### config.mk
export PLATFORM = sky130hd
export DESIGN_NAME = spi_apb_arbiter_flat
export DESIGN_NICKNAME = d
export VERILOG_FILES = /design/src/rtl/spi_apb_arbiter_if.sv /design/src/rtl/spi_apb_arbiter.sv /design/src/flat_wrapper.sv
export SDC_FILE = /design/constraint.sdc
export NUM_CORES = 1
export LEC_CHECK = 0
export CORE_MARGIN = 3
export CORE_UTILIZATION = 37
export DETAILED_ROUTE_END_ITERATION = 10
export PLACE_DENSITY_LB_ADDON = 0.05
export SLEW_MARGIN = 20
export SYNTH_ARGS = -nofsm -noshare
export SYNTH_HDL_FRONTEND = slang
export SYNTH_SLANG_ARGS = --single-unit
### constraint.sdc
create_clock -name clk -period 1.9 [get_ports clk]
set_input_delay 0.285 -clock clk [delete_from_list [all_inputs] [get_ports clk]]
set_output_delay 0.285 -clock clk [all_outputs]
set_load 0.01 [all_outputs]
### src/rtl/spi_apb_arbiter_if.sv
// Bundle of the two requester ports, the bridge-side request/response signals
// and the busy flag shared by spi_apb_arbiter and whatever drives it.
interface spi_apb_arbiter_if;
  logic        m0_req;
  logic        m0_we;
  logic [31:0] m0_addr;
  logic [31:0] m0_wdata;
  logic        m0_done;
  logic [31:0] m0_rdata;
  logic        m0_err;

  logic        m1_req;
  logic        m1_we;
  logic [31:0] m1_addr;
  logic [31:0] m1_wdata;
  logic        m1_done;
  logic [31:0] m1_rdata;
  logic        m1_err;

  logic        down_write;
  logic        down_read;
  logic [31:0] down_addr;
  logic [31:0] down_wdata;
  logic [31:0] down_rdata;
  logic        down_ready;
  logic        down_error;

  logic        busy;

  modport slave (
    input  m0_req, m0_we, m0_addr, m0_wdata,
    output m0_done, m0_rdata, m0_err,
    input  m1_req, m1_we, m1_addr, m1_wdata,
    output m1_done, m1_rdata, m1_err,
    output down_write, down_read, down_addr, down_wdata,
    input  down_rdata, down_ready, down_error,
    output busy
  );

  modport master (
    output m0_req, m0_we, m0_addr, m0_wdata,
    input  m0_done, m0_rdata, m0_err,
    output m1_req, m1_we, m1_addr, m1_wdata,
    input  m1_done, m1_rdata, m1_err,
    input  down_write, down_read, down_addr, down_wdata,
    output down_rdata, down_ready, down_error,
    input  busy
  );
endinterface

### src/rtl/spi_apb_arbiter.sv
// Two-master round-robin arbiter in front of an SPI bridge: in-window accesses
// go downstream with a BUSY timeout, everything else is answered locally with an error.
module spi_apb_arbiter #(
  parameter logic [31:0] SPI_BASE = 32'h1000_0000,
  parameter logic [31:0] SPI_END  = 32'h1000_0020,
  parameter int          TIMEOUT  = 16
) (
  input  logic              clk,
  input  logic              rst,
  spi_apb_arbiter_if.slave  bus
);

  localparam int CW = (TIMEOUT > 1) ? $clog2(TIMEOUT) : 1;
  localparam logic [CW-1:0] CNT_LAST = CW'(TIMEOUT - 1);
  localparam logic [31:0]   BAD_DATA = 32'hDEAD_BEEF;

  typedef enum logic [2:0] {
    IDLE     = 3'd0,
    LOCAL    = 3'd1,
    ISSUE    = 3'd2,
    WAIT_ACK = 3'd3,
    BUSY     = 3'd4,
    RESP     = 3'd5,
    DRAIN    = 3'd6
  } state_e;

  state_e        state_q, state_d;
  logic          ptr_q, ptr_d;
  logic          owner_q, owner_d;
  logic [CW-1:0] cnt_q, cnt_d;
  logic          tmo_q, tmo_d;
  logic          down_write_q, down_write_d;
  logic          down_read_q, down_read_d;
  logic [31:0]   down_addr_q, down_addr_d;
  logic [31:0]   down_wdata_q, down_wdata_d;
  logic          m0_done_q, m0_done_d;
  logic [31:0]   m0_rdata_q, m0_rdata_d;
  logic          m0_err_q, m0_err_d;
  logic          m1_done_q, m1_done_d;
  logic [31:0]   m1_rdata_q, m1_rdata_d;
  logic          m1_err_q, m1_err_d;
  logic          busy_q, busy_d;

  logic          gnt_s;
  logic          sel_we_s;
  logic [31:0]   sel_addr_s;
  logic [31:0]   sel_wdata_s;
  logic          resp_valid_s;
  logic [31:0]   resp_rdata_s;
  logic          resp_err_s;

  function automatic logic in_window(input logic [31:0] a);
    return (a >= SPI_BASE) && (a < SPI_END);
  endfunction

  // Next-state, arbitration and response capture.
  always_comb begin
    state_d      = state_q;
    ptr_d        = ptr_q;
    owner_d      = owner_q;
    cnt_d        = cnt_q;
    tmo_d        = tmo_q;
    down_write_d = 1'b0;
    down_read_d  = 1'b0;
    down_addr_d  = down_addr_q;
    down_wdata_d = down_wdata_q;
    m0_done_d    = 1'b0;
    m0_rdata_d   = m0_rdata_q;
    m0_err_d     = m0_err_q;
    m1_done_d    = 1'b0;
    m1_rdata_d   = m1_rdata_q;
    m1_err_d     = m1_err_q;
    resp_valid_s = 1'b0;
    resp_rdata_s = BAD_DATA;
    resp_err_s   = 1'b1;
    // Preferred master wins only when both request.
    gnt_s        = (bus.m0_req && bus.m1_req) ? ptr_q : bus.m1_req;
    sel_we_s     = gnt_s ? bus.m1_we    : bus.m0_we;
    sel_addr_s   = gnt_s ? bus.m1_addr  : bus.m0_addr;
    sel_wdata_s  = gnt_s ? bus.m1_wdata : bus.m0_wdata;

    case (state_q)
      IDLE: begin
        if (bus.m0_req || bus.m1_req) begin
          owner_d = gnt_s;
          if (in_window(sel_addr_s)) begin
            state_d      = ISSUE;
            down_write_d = sel_we_s;
            down_read_d  = !sel_we_s;
            down_addr_d  = sel_addr_s;
            down_wdata_d = sel_wdata_s;
          end else begin
            state_d = LOCAL;
          end
        end else begin
          state_d = IDLE;
        end
      end
      LOCAL: begin
        resp_valid_s = 1'b1;
      end
      ISSUE: begin
        state_d = WAIT_ACK;
      end
      WAIT_ACK: begin
        // A ready without a preceding BUSY phase is a protocol error.
        if (bus.down_error) begin
          resp_valid_s = 1'b1;
          resp_rdata_s = bus.down_rdata;
        end else if (!bus.down_ready) begin
          state_d = BUSY;
          cnt_d   = '0;
        end else begin
          resp_valid_s = 1'b1;
        end
      end
      BUSY: begin
        if (bus.down_ready) begin
          resp_valid_s = 1'b1;
          resp_rdata_s = bus.down_rdata;
          resp_err_s   = bus.down_error;
        end else if (cnt_q == CNT_LAST) begin
          resp_valid_s = 1'b1;
          tmo_d        = 1'b1;
        end else begin
          cnt_d = cnt_q + {{(CW-1){1'b0}}, 1'b1};
        end
      end
      RESP: begin
        ptr_d   = ~owner_q;
        state_d = tmo_q ? DRAIN : IDLE;
      end
      DRAIN: begin
        if (bus.down_ready) begin
          tmo_d   = 1'b0;
          state_d = IDLE;
        end else begin
          state_d = DRAIN;
        end
      end
      default: begin
        state_d = IDLE;
      end
    endcase

    if (resp_valid_s) begin
      state_d = RESP;
      if (owner_q) begin
        m1_done_d  = 1'b1;
        m1_rdata_d = resp_rdata_s;
        m1_err_d   = resp_err_s;
      end else begin
        m0_done_d  = 1'b1;
        m0_rdata_d = resp_rdata_s;
        m0_err_d   = resp_err_s;
      end
    end else begin
      m0_done_d = 1'b0;
      m1_done_d = 1'b0;
    end

    busy_d = (state_d != IDLE);
  end

  // State and registered outputs.
  always_ff @(posedge clk or negedge rst) begin
    if (!rst) begin
      state_q      <= IDLE;
      ptr_q        <= 1'b0;
      owner_q      <= 1'b0;
      cnt_q        <= '0;
      tmo_q        <= 1'b0;
      down_write_q <= 1'b0;
      down_read_q  <= 1'b0;
      down_addr_q  <= 32'h0000_0000;
      down_wdata_q <= 32'h0000_0000;
      m0_done_q    <= 1'b0;
      m0_rdata_q   <= 32'h0000_0000;
      m0_err_q     <= 1'b0;
      m1_done_q    <= 1'b0;
      m1_rdata_q   <= 32'h0000_0000;
      m1_err_q     <= 1'b0;
      busy_q       <= 1'b0;
    end else begin
      state_q      <= state_d;
      ptr_q        <= ptr_d;
      owner_q      <= owner_d;
      cnt_q        <= cnt_d;
      tmo_q        <= tmo_d;
      down_write_q <= down_write_d;
      down_read_q  <= down_read_d;
      down_addr_q  <= down_addr_d;
      down_wdata_q <= down_wdata_d;
      m0_done_q    <= m0_done_d;
      m0_rdata_q   <= m0_rdata_d;
      m0_err_q     <= m0_err_d;
      m1_done_q    <= m1_done_d;
      m1_rdata_q   <= m1_rdata_d;
      m1_err_q     <= m1_err_d;
      busy_q       <= busy_d;
    end
  end

  assign bus.down_write = down_write_q;
  assign bus.down_read  = down_read_q;
  assign bus.down_addr  = down_addr_q;
  assign bus.down_wdata = down_wdata_q;
  assign bus.m0_done    = m0_done_q;
  assign bus.m0_rdata   = m0_rdata_q;
  assign bus.m0_err     = m0_err_q;
  assign bus.m1_done    = m1_done_q;
  assign bus.m1_rdata   = m1_rdata_q;
  assign bus.m1_err     = m1_err_q;
  assign bus.busy       = busy_q;

endmodule

### src/flat_wrapper.sv
// flat-port wrapper written by rule: the top's interface ports become plain ports
module spi_apb_arbiter_flat 
#(
  parameter logic [31:0] SPI_BASE = 32'h1000_0000,
  parameter logic [31:0] SPI_END  = 32'h1000_0020,
  parameter int          TIMEOUT  = 16
)
  (clk, rst, bus_m0_req, bus_m0_we, bus_m0_addr, bus_m0_wdata, bus_m0_done, bus_m0_rdata, bus_m0_err, bus_m1_req, bus_m1_we, bus_m1_addr, bus_m1_wdata, bus_m1_done, bus_m1_rdata, bus_m1_err, bus_down_write, bus_down_read, bus_down_addr, bus_down_wdata, bus_down_rdata, bus_down_ready, bus_down_error, bus_busy);
  spi_apb_arbiter_if bus_i ();
  input  logic clk;
  input  logic rst;
  input wire logic [$bits(bus_i.m0_req)-1:0] bus_m0_req;
  input wire logic [$bits(bus_i.m0_we)-1:0] bus_m0_we;
  input wire logic [$bits(bus_i.m0_addr)-1:0] bus_m0_addr;
  input wire logic [$bits(bus_i.m0_wdata)-1:0] bus_m0_wdata;
  output wire logic [$bits(bus_i.m0_done)-1:0] bus_m0_done;
  output wire logic [$bits(bus_i.m0_rdata)-1:0] bus_m0_rdata;
  output wire logic [$bits(bus_i.m0_err)-1:0] bus_m0_err;
  input wire logic [$bits(bus_i.m1_req)-1:0] bus_m1_req;
  input wire logic [$bits(bus_i.m1_we)-1:0] bus_m1_we;
  input wire logic [$bits(bus_i.m1_addr)-1:0] bus_m1_addr;
  input wire logic [$bits(bus_i.m1_wdata)-1:0] bus_m1_wdata;
  output wire logic [$bits(bus_i.m1_done)-1:0] bus_m1_done;
  output wire logic [$bits(bus_i.m1_rdata)-1:0] bus_m1_rdata;
  output wire logic [$bits(bus_i.m1_err)-1:0] bus_m1_err;
  output wire logic [$bits(bus_i.down_write)-1:0] bus_down_write;
  output wire logic [$bits(bus_i.down_read)-1:0] bus_down_read;
  output wire logic [$bits(bus_i.down_addr)-1:0] bus_down_addr;
  output wire logic [$bits(bus_i.down_wdata)-1:0] bus_down_wdata;
  input wire logic [$bits(bus_i.down_rdata)-1:0] bus_down_rdata;
  input wire logic [$bits(bus_i.down_ready)-1:0] bus_down_ready;
  input wire logic [$bits(bus_i.down_error)-1:0] bus_down_error;
  output wire logic [$bits(bus_i.busy)-1:0] bus_busy;
  assign bus_i.m0_req = bus_m0_req;
  assign bus_i.m0_we = bus_m0_we;
  assign bus_i.m0_addr = bus_m0_addr;
  assign bus_i.m0_wdata = bus_m0_wdata;
  assign bus_m0_done = bus_i.m0_done;
  assign bus_m0_rdata = bus_i.m0_rdata;
  assign bus_m0_err = bus_i.m0_err;
  assign bus_i.m1_req = bus_m1_req;
  assign bus_i.m1_we = bus_m1_we;
  assign bus_i.m1_addr = bus_m1_addr;
  assign bus_i.m1_wdata = bus_m1_wdata;
  assign bus_m1_done = bus_i.m1_done;
  assign bus_m1_rdata = bus_i.m1_rdata;
  assign bus_m1_err = bus_i.m1_err;
  assign bus_down_write = bus_i.down_write;
  assign bus_down_read = bus_i.down_read;
  assign bus_down_addr = bus_i.down_addr;
  assign bus_down_wdata = bus_i.down_wdata;
  assign bus_i.down_rdata = bus_down_rdata;
  assign bus_i.down_ready = bus_down_ready;
  assign bus_i.down_error = bus_down_error;
  assign bus_busy = bus_i.busy;
  spi_apb_arbiter #(.SPI_BASE(SPI_BASE), .SPI_END(SPI_END), .TIMEOUT(TIMEOUT)) u_core (.clk(clk), .rst(rst), .bus(bus_i));
endmodule
==> metrics.txt, run 1 <==
# TYPE chip_impl_metric gauge
chip_impl_metric{name="place.gp.congestion",unit=""} 0.830
chip_impl_metric{name="worst_clock_skew",unit="ps"} 9.96
chip_impl_metric{name="grt_usage",unit=""} 0.202
chip_impl_info{name="violated_checks",value="negative setup slack"} 1
chip_impl_info{name="crit_path_class",value="flip-flop to flip-flop"} 1
chip_impl_info{name="yosys_top_cell_by_area",value="sky130_fd_sc_hd__dfrtp_1"} 1
chip_impl_info{name="critPathMostFrequentCell",value="sky130_fd_sc_hd__o21ai_4"} 1
chip_impl_metric{name="io_buffer_count",unit=""} 302
chip_impl_metric{name="drv_cap",unit=""} 0
chip_impl_metric{name="area.growth.synth_to_final",unit="%"} 74.6
chip_impl_metric{name="tightest_slew",unit="ps"} 505
chip_impl_metric{name="insertedDiodeCount",unit=""} 0
chip_impl_metric{name="slowest_delay",unit="ps"} 410
chip_impl_info{name="synth.most_common_cell",value="sky130_fd_sc_hd__dfrtp_1"} 1
chip_impl_metric{name="nNetsFinal",unit=""} 964
chip_impl_info{name="worstSetupEndpointType",value="flip-flop"} 1
chip_impl_metric{name="crit_fanout",unit=""} 6
chip_impl_metric{name="post-route-period-util",unit=""} 1.01
chip_impl_metric{name="setup_total_neg_slack",unit="ps"} -57.1
chip_impl_info{name="hold_class",value="input port to async pin"} 1
chip_impl_metric{name="peakVddDrop",unit="uV"} 800
chip_impl_metric{name="tritoncts.num_buffers",unit=""} 17
chip_impl_metric{name="fmax",unit="MHz"} 521
chip_impl_metric{name="rows",unit=""} 47
chip_impl_info{name="cts_tree",value="done"} 1
chip_impl_metric{name="timing.critical_path.arrival",unit="ps"} 2210
chip_impl_info{name="crit_path_launch_type",value="flip-flop"} 1
chip_impl_metric{name="syn_inst",unit=""} 448
chip_impl_metric{name="syn_area",unit="um^2"} 6390
chip_impl_metric{name="layout-drive-gt1-share",unit=""} 0.305
chip_impl_metric{name="die_area",unit="um^2"} 18900
chip_impl_metric{name="wire_length_of_the_first_global_routing_pass",unit="um"} 28900
chip_impl_metric{name="slew_viol_final",unit=""} 0
chip_impl_info{name="unrepaired_setup_endpoints_after_global_routing",value="yes"} 1
chip_impl_metric{name="timing.final.hold_violations",unit=""} 0
chip_impl_metric{name="floorplan.die.width",unit="um"} 137
chip_impl_metric{name="floorplan.die.height",unit="um"} 137
chip_impl_info{name="timing.critical_path.slowest_stage_cell",value="sky130_fd_sc_hd__dfrtp_1"} 1
chip_impl_metric{name="average_detailed_routed_wire_length_per_instance",unit="um"} 19.2
chip_impl_metric{name="hpwlAfterDp",unit="um"} 14100
chip_impl_metric{name="worstSkewPairLatency",unit="ps"} 410
chip_impl_metric{name="largest_net_degree_at_the_start_of_global_routing",unit=""} 51
chip_impl_metric{name="firstDrtPassIters",unit=""} 4
chip_impl_metric{name="detailroute.via_count",unit=""} 4846
chip_impl_metric{name="antenna_found_initial",unit=""} 0
chip_impl_info{name="synth_common_cells",value="145 x sky130_fd_sc_hd__dfrtp_1, 111 x sky130_fd_sc_hd__mux2_2, 34 x sky130_fd_sc_hd__and2_1"} 1
chip_impl_metric{name="clk_transition_reported_paths",unit="ps"} 60
chip_impl_metric{name="syn-num-nets",unit=""} 617
chip_impl_metric{name="ant_nets",unit=""} 0
chip_impl_metric{name="period_minus_slack",unit="ps"} 1920
chip_impl_metric{name="edff_count_synth",unit=""} 0
chip_impl_info{name="timing.critical_path.cells",value="o21ai_4, nor4_4, buf_4, o21ai_4, buf_6, buf_12, mux2_2"} 1
chip_impl_metric{name="synth-seq-area-share",unit=""} 0.568
chip_impl_info{name="run_status",value="complete, but fails checks"} 1
chip_impl_metric{name="h-tree-depth",unit=""} 4
chip_impl_metric{name="synth_cell_type_count",unit=""} 46
chip_impl_info{name="ys_dominant_reg_cell",value="sky130_fd_sc_hd__dfrtp_1"} 1
chip_impl_metric{name="critPathRequiredTime",unit="ps"} 2200
chip_impl_info{name="synth_top_cells_by_area",value="sky130_fd_sc_hd__dfrtp_1 57%, sky130_fd_sc_hd__mux2_2 20%, sky130_fd_sc_hd__mux2_4 6.8%"} 1
chip_impl_metric{name="synth-seq-cells",unit=""} 145
chip_impl_metric{name="totalWireLength",unit="um"} 19700
chip_impl_metric{name="relSlewSlack",unit=""} 0.663
chip_impl_metric{name="vias_in_the_first_global_route",unit=""} 5188
chip_impl_metric{name="worst_slack",unit="ps"} -18.5
chip_impl_metric{name="leakage",unit="nW"} 5.15
chip_impl_metric{name="number_of_clock_sinks",unit=""} 145
chip_impl_metric{name="drt-initial-drc-count",unit=""} 116
chip_impl_metric{name="floorplan.core_area",unit="um^2"} 16800
chip_impl_metric{name="worst_hold_slack",unit="ps"} 402
chip_impl_metric{name="viasPerCell",unit=""} 4.72
chip_impl_metric{name="power.density_cell_area",unit="nW/um^2"} 1160
chip_impl_metric{name="remaining_global_route_overflow",unit=""} 0
chip_impl_metric{name="finalSetupViolations",unit=""} 8
chip_impl_metric{name="synth-async-reset-ratio",unit=""} 1.00
chip_impl_metric{name="synth_warnings",unit=""} 0
chip_impl_metric{name="dp_slack",unit="ps"} -529
chip_impl_metric{name="boundaryPins",unit=""} 303
chip_impl_metric{name="synth.top_cell.area_share",unit=""} 0.568
chip_impl_metric{name="initial_utilization",unit=""} 0.381
chip_impl_metric{name="post_synth.cell_area_avg",unit="um^2"} 14.3
chip_impl_info{name="cts-root-buf",value="sky130_fd_sc_hd__clkbuf_16"} 1
chip_impl_metric{name="drcViolationCount",unit=""} 0
chip_impl_metric{name="clock_path_buffers",unit=""} 2
==> critical path: cells and delay by family, from the launching register on <==
kind / cells / cell delay [ps]
buffers and inverters: 3 / 420
and+or+nand+nor: 1 / 70
muxes: 1 / 320
DFF: 1 / 410
AOI/OAI and AO/OA: 2 / 570
==> layout by cell type (no fill, tap or decap), types with 3 or more instances in the layout <==
cell                                n
sky130_fd_sc_hd__and2_1            34
sky130_fd_sc_hd__dlymetal6s2s_1    40
sky130_fd_sc_hd__nand2_1            4
sky130_fd_sc_hd__nand2b_1          25
sky130_fd_sc_hd__clkdlybuf4s50_1  261
sky130_fd_sc_hd__mux2_2            81
sky130_fd_sc_hd__nor2_1             5
sky130_fd_sc_hd__inv_1              7
sky130_fd_sc_hd__dfrtp_1          144
sky130_fd_sc_hd__nand3_1            3
sky130_fd_sc_hd__nor4_2             8
sky130_fd_sc_hd__mux2_4            59
sky130_fd_sc_hd__a21oi_1            6
sky130_fd_sc_hd__mux2i_1            3
sky130_fd_sc_hd__buf_6              4
sky130_fd_sc_hd__a211oi_1           3
sky130_fd_sc_hd__buf_4             31
sky130_fd_sc_hd__bufinv_16          5
sky130_fd_sc_hd__clkbuf_16         21
sky130_fd_sc_hd__buf_12            10
sky130_fd_sc_hd__inv_6              3
==> layer usage <==
metal	up-vias	routed length [um]	track usage
met2	178	9710	0.319
met1	2389	8410	0.266
met3	14	1370	0.0628
met5	-	0	0
met4	0	248	0.0610
li1	2265	-	-
==> final cells by class <==
class / count / area, um^2
fillers: 1223 / 5600
repair buffers: 353 / 3730
flip-flops and latches: 145 / 3630
multi-input cells: 271 / 2840
clock buffers: 20 / 457
well taps: 220 / 275
clock inverters: 11 / 200
inverters: 7 / 26.3
==> flip-flops by register name, indices dropped and copies added (netlist names) <==
register / cells
u_core.bus.down_wdata: 32
u_core.tmo_q: 1
u_core.bus.m0_done: 1
u_core.bus.down_write: 1
u_core.state_q: 3
u_core.bus.m1_done: 1
u_core.bus.m0_rdata: 32
u_core.ptr_q: 1
u_core.owner_q: 1
u_core.cnt_q: 4
u_core.bus.m0_err: 1
u_core.bus.m1_err: 1
u_core.bus.down_read: 1
u_core.bus.down_addr: 32
u_core.bus.m1_rdata: 32
u_core.bus.busy: 1
==> kinds of logic after synthesis <==
kind of cell,count (synthesis),share of synthesized area
fa+ha+maj,1,0.00196
xor+xnor,2,0.00274
simple gates,101,0.101
compound gates,24,0.0255
mux,143,0.268
buf+inv,32,0.0331
flops,145,0.568
==> per-stage QoR <==
| step | total power [W] | cells | area (um^2) | util |
|---|---|---|---|---|
| after CTS | 0.0128 | 1015 | 10700 | 0.637 |
| after global routing | 0.0136 | 1027 | 11200 | 0.666 |
| after detailed placement | 0.00880 | 979 | 9880 | 0.589 |
| after floorplan | 0.00649 | 448 | 6400 | - |
| after global placement | 0.00870 | 979 | 9880 | 0.589 |
| final | 0.0130 | 1027 | 11200 | 0.666 |
==> where the power goes <==
| group | total, W | switching, W | internal (W) |
|---|---|---|---|
| registers | 0.00420 | 0.000409 | 0.00379 |
| logic | 0.00505 | 0.00191 | 0.00313 |
| clock network | 0.00370 | 0.00129 | 0.00241 |
==> worst paths after layout <==
path | endpoint | from | slack, ps | cells after the start
worst max-delay path | u_core.bus.down_wdata[29] | u_core.ptr_q | -20 | 7
worst min-delay path | u_core.bus.m1_rdata[6] | rst | 400 | 2
worst max register to register | u_core.bus.down_wdata[29] | u_core.ptr_q | -20 | 7
worst min register to register | u_core.bus.down_addr[28] | u_core.bus.down_addr[28] | 480 | 1
max in group asynchronous | u_core.bus.down_addr[21] | rst | 880 | 3
min in group clk | u_core.bus.down_addr[28] | u_core.bus.down_addr[28] | 480 | 1
==> repair_timing <==
action,4_1_cts,5_1_grt
endpoints found under the setup margin,82,114
pin swaps,7,3
buffers inserted,2,10
resized for setup,11,92
endpoints found under the hold margin,45,0
gates cloned,2,4
hold buffers,1,0
(Power assumes the default switching activity.)
==> inputs of run 2 (changes only) <==
Settings changed: CORE_MARGIN 3 to 2, RECOVER_POWER set to 50.
==> run 2 against run 1 <==
Compared with the run above:
- the flow still finishes with violations (negative setup slack)
- non-clock buffer count decreased by 7
- flip-flop and latch count unchanged
- design area decreased by 3.2%
- clock skew increased by 0.82 ps
- maximum frequency increased by 0.14%
- register-to-register slack improved by 20 ps
- count of clock-buffer cells in the layout decreased by 3
- global-route usage decreased by 0.14 points
- largest cell class is now flip-flops and latches
- combinational power decreased by 7.9%
- highest routed layer is now met5
- sequential share of layout area increased by 1.1 points
- routed wire length decreased by 7.6%
==> metrics.txt, run 2 (synthesized netlist as in run 1, its figures left out) <==
# TYPE chip_impl_metric gauge
chip_impl_metric{name="worst_slack",unit="ps"} -15.8
chip_impl_metric{name="total_of_fill_cells_in_the_finished_design",unit=""} 1338
chip_impl_metric{name="clk_transition_reported_paths",unit="ps"} 60
chip_impl_metric{name="io_buffer_count",unit=""} 302
chip_impl_metric{name="detailroute.via_count",unit=""} 4867
chip_impl_metric{name="vias_in_the_first_global_route",unit=""} 5198
chip_impl_info{name="cts-root-buf",value="sky130_fd_sc_hd__clkbuf_16"} 1
chip_impl_metric{name="boundaryPins",unit=""} 303
chip_impl_metric{name="stdcell_count",unit=""} 1026
chip_impl_metric{name="place.gp.congestion",unit=""} 0.822
chip_impl_metric{name="h-tree-depth",unit=""} 4
chip_impl_metric{name="worstSkewPairLatency",unit="ps"} 420
chip_impl_metric{name="critPathRequiredTime",unit="ps"} 2200
chip_impl_metric{name="area.growth.synth_to_final",unit="%"} 69.0
chip_impl_metric{name="worst_clock_skew",unit="ps"} 10.8
chip_impl_info{name="mostFrequentLayoutCell",value="sky130_fd_sc_hd__clkdlybuf4s50_1"} 1
chip_impl_metric{name="average_detailed_routed_wire_length_per_instance",unit="um"} 17.8
chip_impl_info{name="violated_checks",value="negative setup slack"} 1
chip_impl_info{name="most_frequent_cells_in_the_layout",value="242 x sky130_fd_sc_hd__clkdlybuf4s50_1, 145 x sky130_fd_sc_hd__dfrtp_1, 84 x sky130_fd_sc_hd__mux2_2, 56 x sky130_fd_sc_hd__mux2_4, 34 x sky130_fd_sc_hd__and2_1"} 1
chip_impl_metric{name="wire_length_of_the_first_global_routing_pass",unit="um"} 28100
chip_impl_metric{name="crit_fanout",unit=""} 6
chip_impl_metric{name="tightest_slew",unit="ps"} 1350
chip_impl_metric{name="layout-drive-gt1-share",unit=""} 0.298
chip_impl_info{name="cts_tree",value="done"} 1
chip_impl_metric{name="postLayoutCoreUtil",unit=""} 0.631
chip_impl_metric{name="drcViolationCount",unit=""} 0
chip_impl_metric{name="slew_viol_final",unit=""} 0
chip_impl_metric{name="number_of_clock_sinks",unit=""} 145
chip_impl_metric{name="antenna_found_initial",unit=""} 1
chip_impl_metric{name="floorplan.die.width",unit="um"} 135
chip_impl_metric{name="drv_cap",unit=""} 0
chip_impl_metric{name="post_dp_cell_area",unit="um^2"} 9960
chip_impl_metric{name="nNetsFinal",unit=""} 957
chip_impl_metric{name="multiInputGateArea",unit="um^2"} 2790
chip_impl_metric{name="floorplan.die.height",unit="um"} 135
chip_impl_metric{name="firstDrtPassIters",unit=""} 4
chip_impl_metric{name="die_area",unit="um^2"} 18300
chip_impl_metric{name="rows",unit=""} 48
chip_impl_info{name="worstSetupEndpointType",value="flip-flop"} 1
chip_impl_info{name="hold_class",value="flip-flop to flip-flop"} 1
chip_impl_metric{name="clock_path_buffers",unit=""} 2
chip_impl_metric{name="leakage",unit="nW"} 4.76
chip_impl_info{name="crit_path_class",value="input port to flip-flop"} 1
chip_impl_metric{name="ant_nets",unit=""} 0
chip_impl_metric{name="insertedDiodeCount",unit=""} 0
chip_impl_metric{name="initial_utilization",unit=""} 0.373
chip_impl_metric{name="worst_hold_slack",unit="ps"} 472
chip_impl_metric{name="finalSetupViolations",unit=""} 1
chip_impl_metric{name="viasPerCell",unit=""} 4.74
chip_impl_metric{name="fmax",unit="MHz"} 522
chip_impl_info{name="run_status",value="complete, but fails checks"} 1
chip_impl_metric{name="remaining_global_route_overflow",unit=""} 0
chip_impl_metric{name="drt-initial-drc-count",unit=""} 167
chip_impl_metric{name="layout.cell_area.non_filler",unit="um^2"} 10800
chip_impl_metric{name="period_minus_slack",unit="ps"} 1920
chip_impl_metric{name="totalWireLength",unit="um"} 18200
chip_impl_metric{name="area.sequential",unit="um^2"} 3630
chip_impl_metric{name="timing.final.hold_violations",unit=""} 0
chip_impl_metric{name="floorplan.core_area",unit="um^2"} 17100
chip_impl_metric{name="relSlewSlack",unit=""} 0.102
chip_impl_metric{name="peakVddDrop",unit="uV"} 716
chip_impl_metric{name="post-layout-total-power",unit="W"} 0.0120
chip_impl_metric{name="post-route-period-util",unit=""} 1.01
chip_impl_metric{name="power.density_cell_area",unit="nW/um^2"} 1110
chip_impl_info{name="unrepaired_setup_endpoints_after_global_routing",value="yes"} 1
chip_impl_info{name="crit_path_launch_type",value="input port"} 1
chip_impl_metric{name="hpwlAfterDp",unit="um"} 13500
chip_impl_metric{name="largest_net_degree_at_the_start_of_global_routing",unit=""} 54
chip_impl_metric{name="timing.critical_path.arrival",unit="ps"} 2220
chip_impl_metric{name="placed_cells_incl_taps",unit=""} 989
chip_impl_metric{name="tritoncts.num_buffers",unit=""} 17
chip_impl_metric{name="grt_usage",unit=""} 0.200
==> run 2: layout make-up <==
class	instances	area share
tap	225	0.0261
timing repair buffer	346	0.325
multi-input combinational	271	0.258
sequential	145	0.336
inverter	7	0.00243
clock buffer	17	0.0394
clock inverter	15	0.0133
==> run 2: final timing paths <==
kind	startpoint	to	slack, ps	depth (start not counted)
max in group asynchronous	rst	u_core.bus.m1_rdata[18]	190	3
min reg2reg	u_core.bus.down_addr[28]	u_core.bus.down_addr[28]	470	1
max	bus_m0_addr[25]	u_core.bus.down_wdata[9]	-20	9
max reg2reg	u_core.ptr_q	u_core.bus.down_wdata[9]	0	7
min	u_core.bus.down_addr[28]	u_core.bus.down_addr[28]	470	1
min in group asynchronous	rst	u_core.bus.m1_rdata[9]	710	2
==> run 2: power by group <==
group	leakage [nW]	switching (W)	internal [W]	total (W)
logic	2.71	0.00178	0.00287	0.00465
clock network	0.280	0.00145	0.00174	0.00319
registers	1.77	0.000409	0.00379	0.00420
==> run 2: metal layers <==
metal,vias to the layer above,part of all wire,track usage
li1,2268,-,-
met1,2374,0.41,0.248
met2,198,0.50,0.332
met3,25,0.075,0.0643
met4,2,0.022,0.0683
met5,-,0.00071,0
==> run 2: through the flow <==
stage | worst slack (ps) | setup TNS (ps)
global route | -114 | -2770
global placement | -622 | -55570
floorplan | -50.4 | -1440
detailed placement | -626 | -55570
CTS | -63.1 | -590
finish | -15.8 | -15.8
==> run 2: what timing repair did <==
| action | 4_1_cts | 5_1_grt |
|---|---|---|
| hold buffers | 1 | 0 |
| gates resized for setup | 45 | 31 |
| endpoints found under the setup margin | 102 | 107 |
| cloned | 2 | 0 |
| pin swaps | 3 | 14 |
| endpoints found under the hold margin | 48 | 0 |
| setup buffers | 2 | 1 |
==> run 2: critical path, stage by stage <==
cell	delay [ps]
sky130_fd_sc_hd__clkdlybuf4s50_1	400
sky130_fd_sc_hd__nor4_1	240
sky130_fd_sc_hd__nand2_1	130
sky130_fd_sc_hd__nor4bb_4	320
sky130_fd_sc_hd__buf_4	180
sky130_fd_sc_hd__o21ai_4	100
sky130_fd_sc_hd__buf_12	150
sky130_fd_sc_hd__buf_16	130
sky130_fd_sc_hd__mux2_4	290
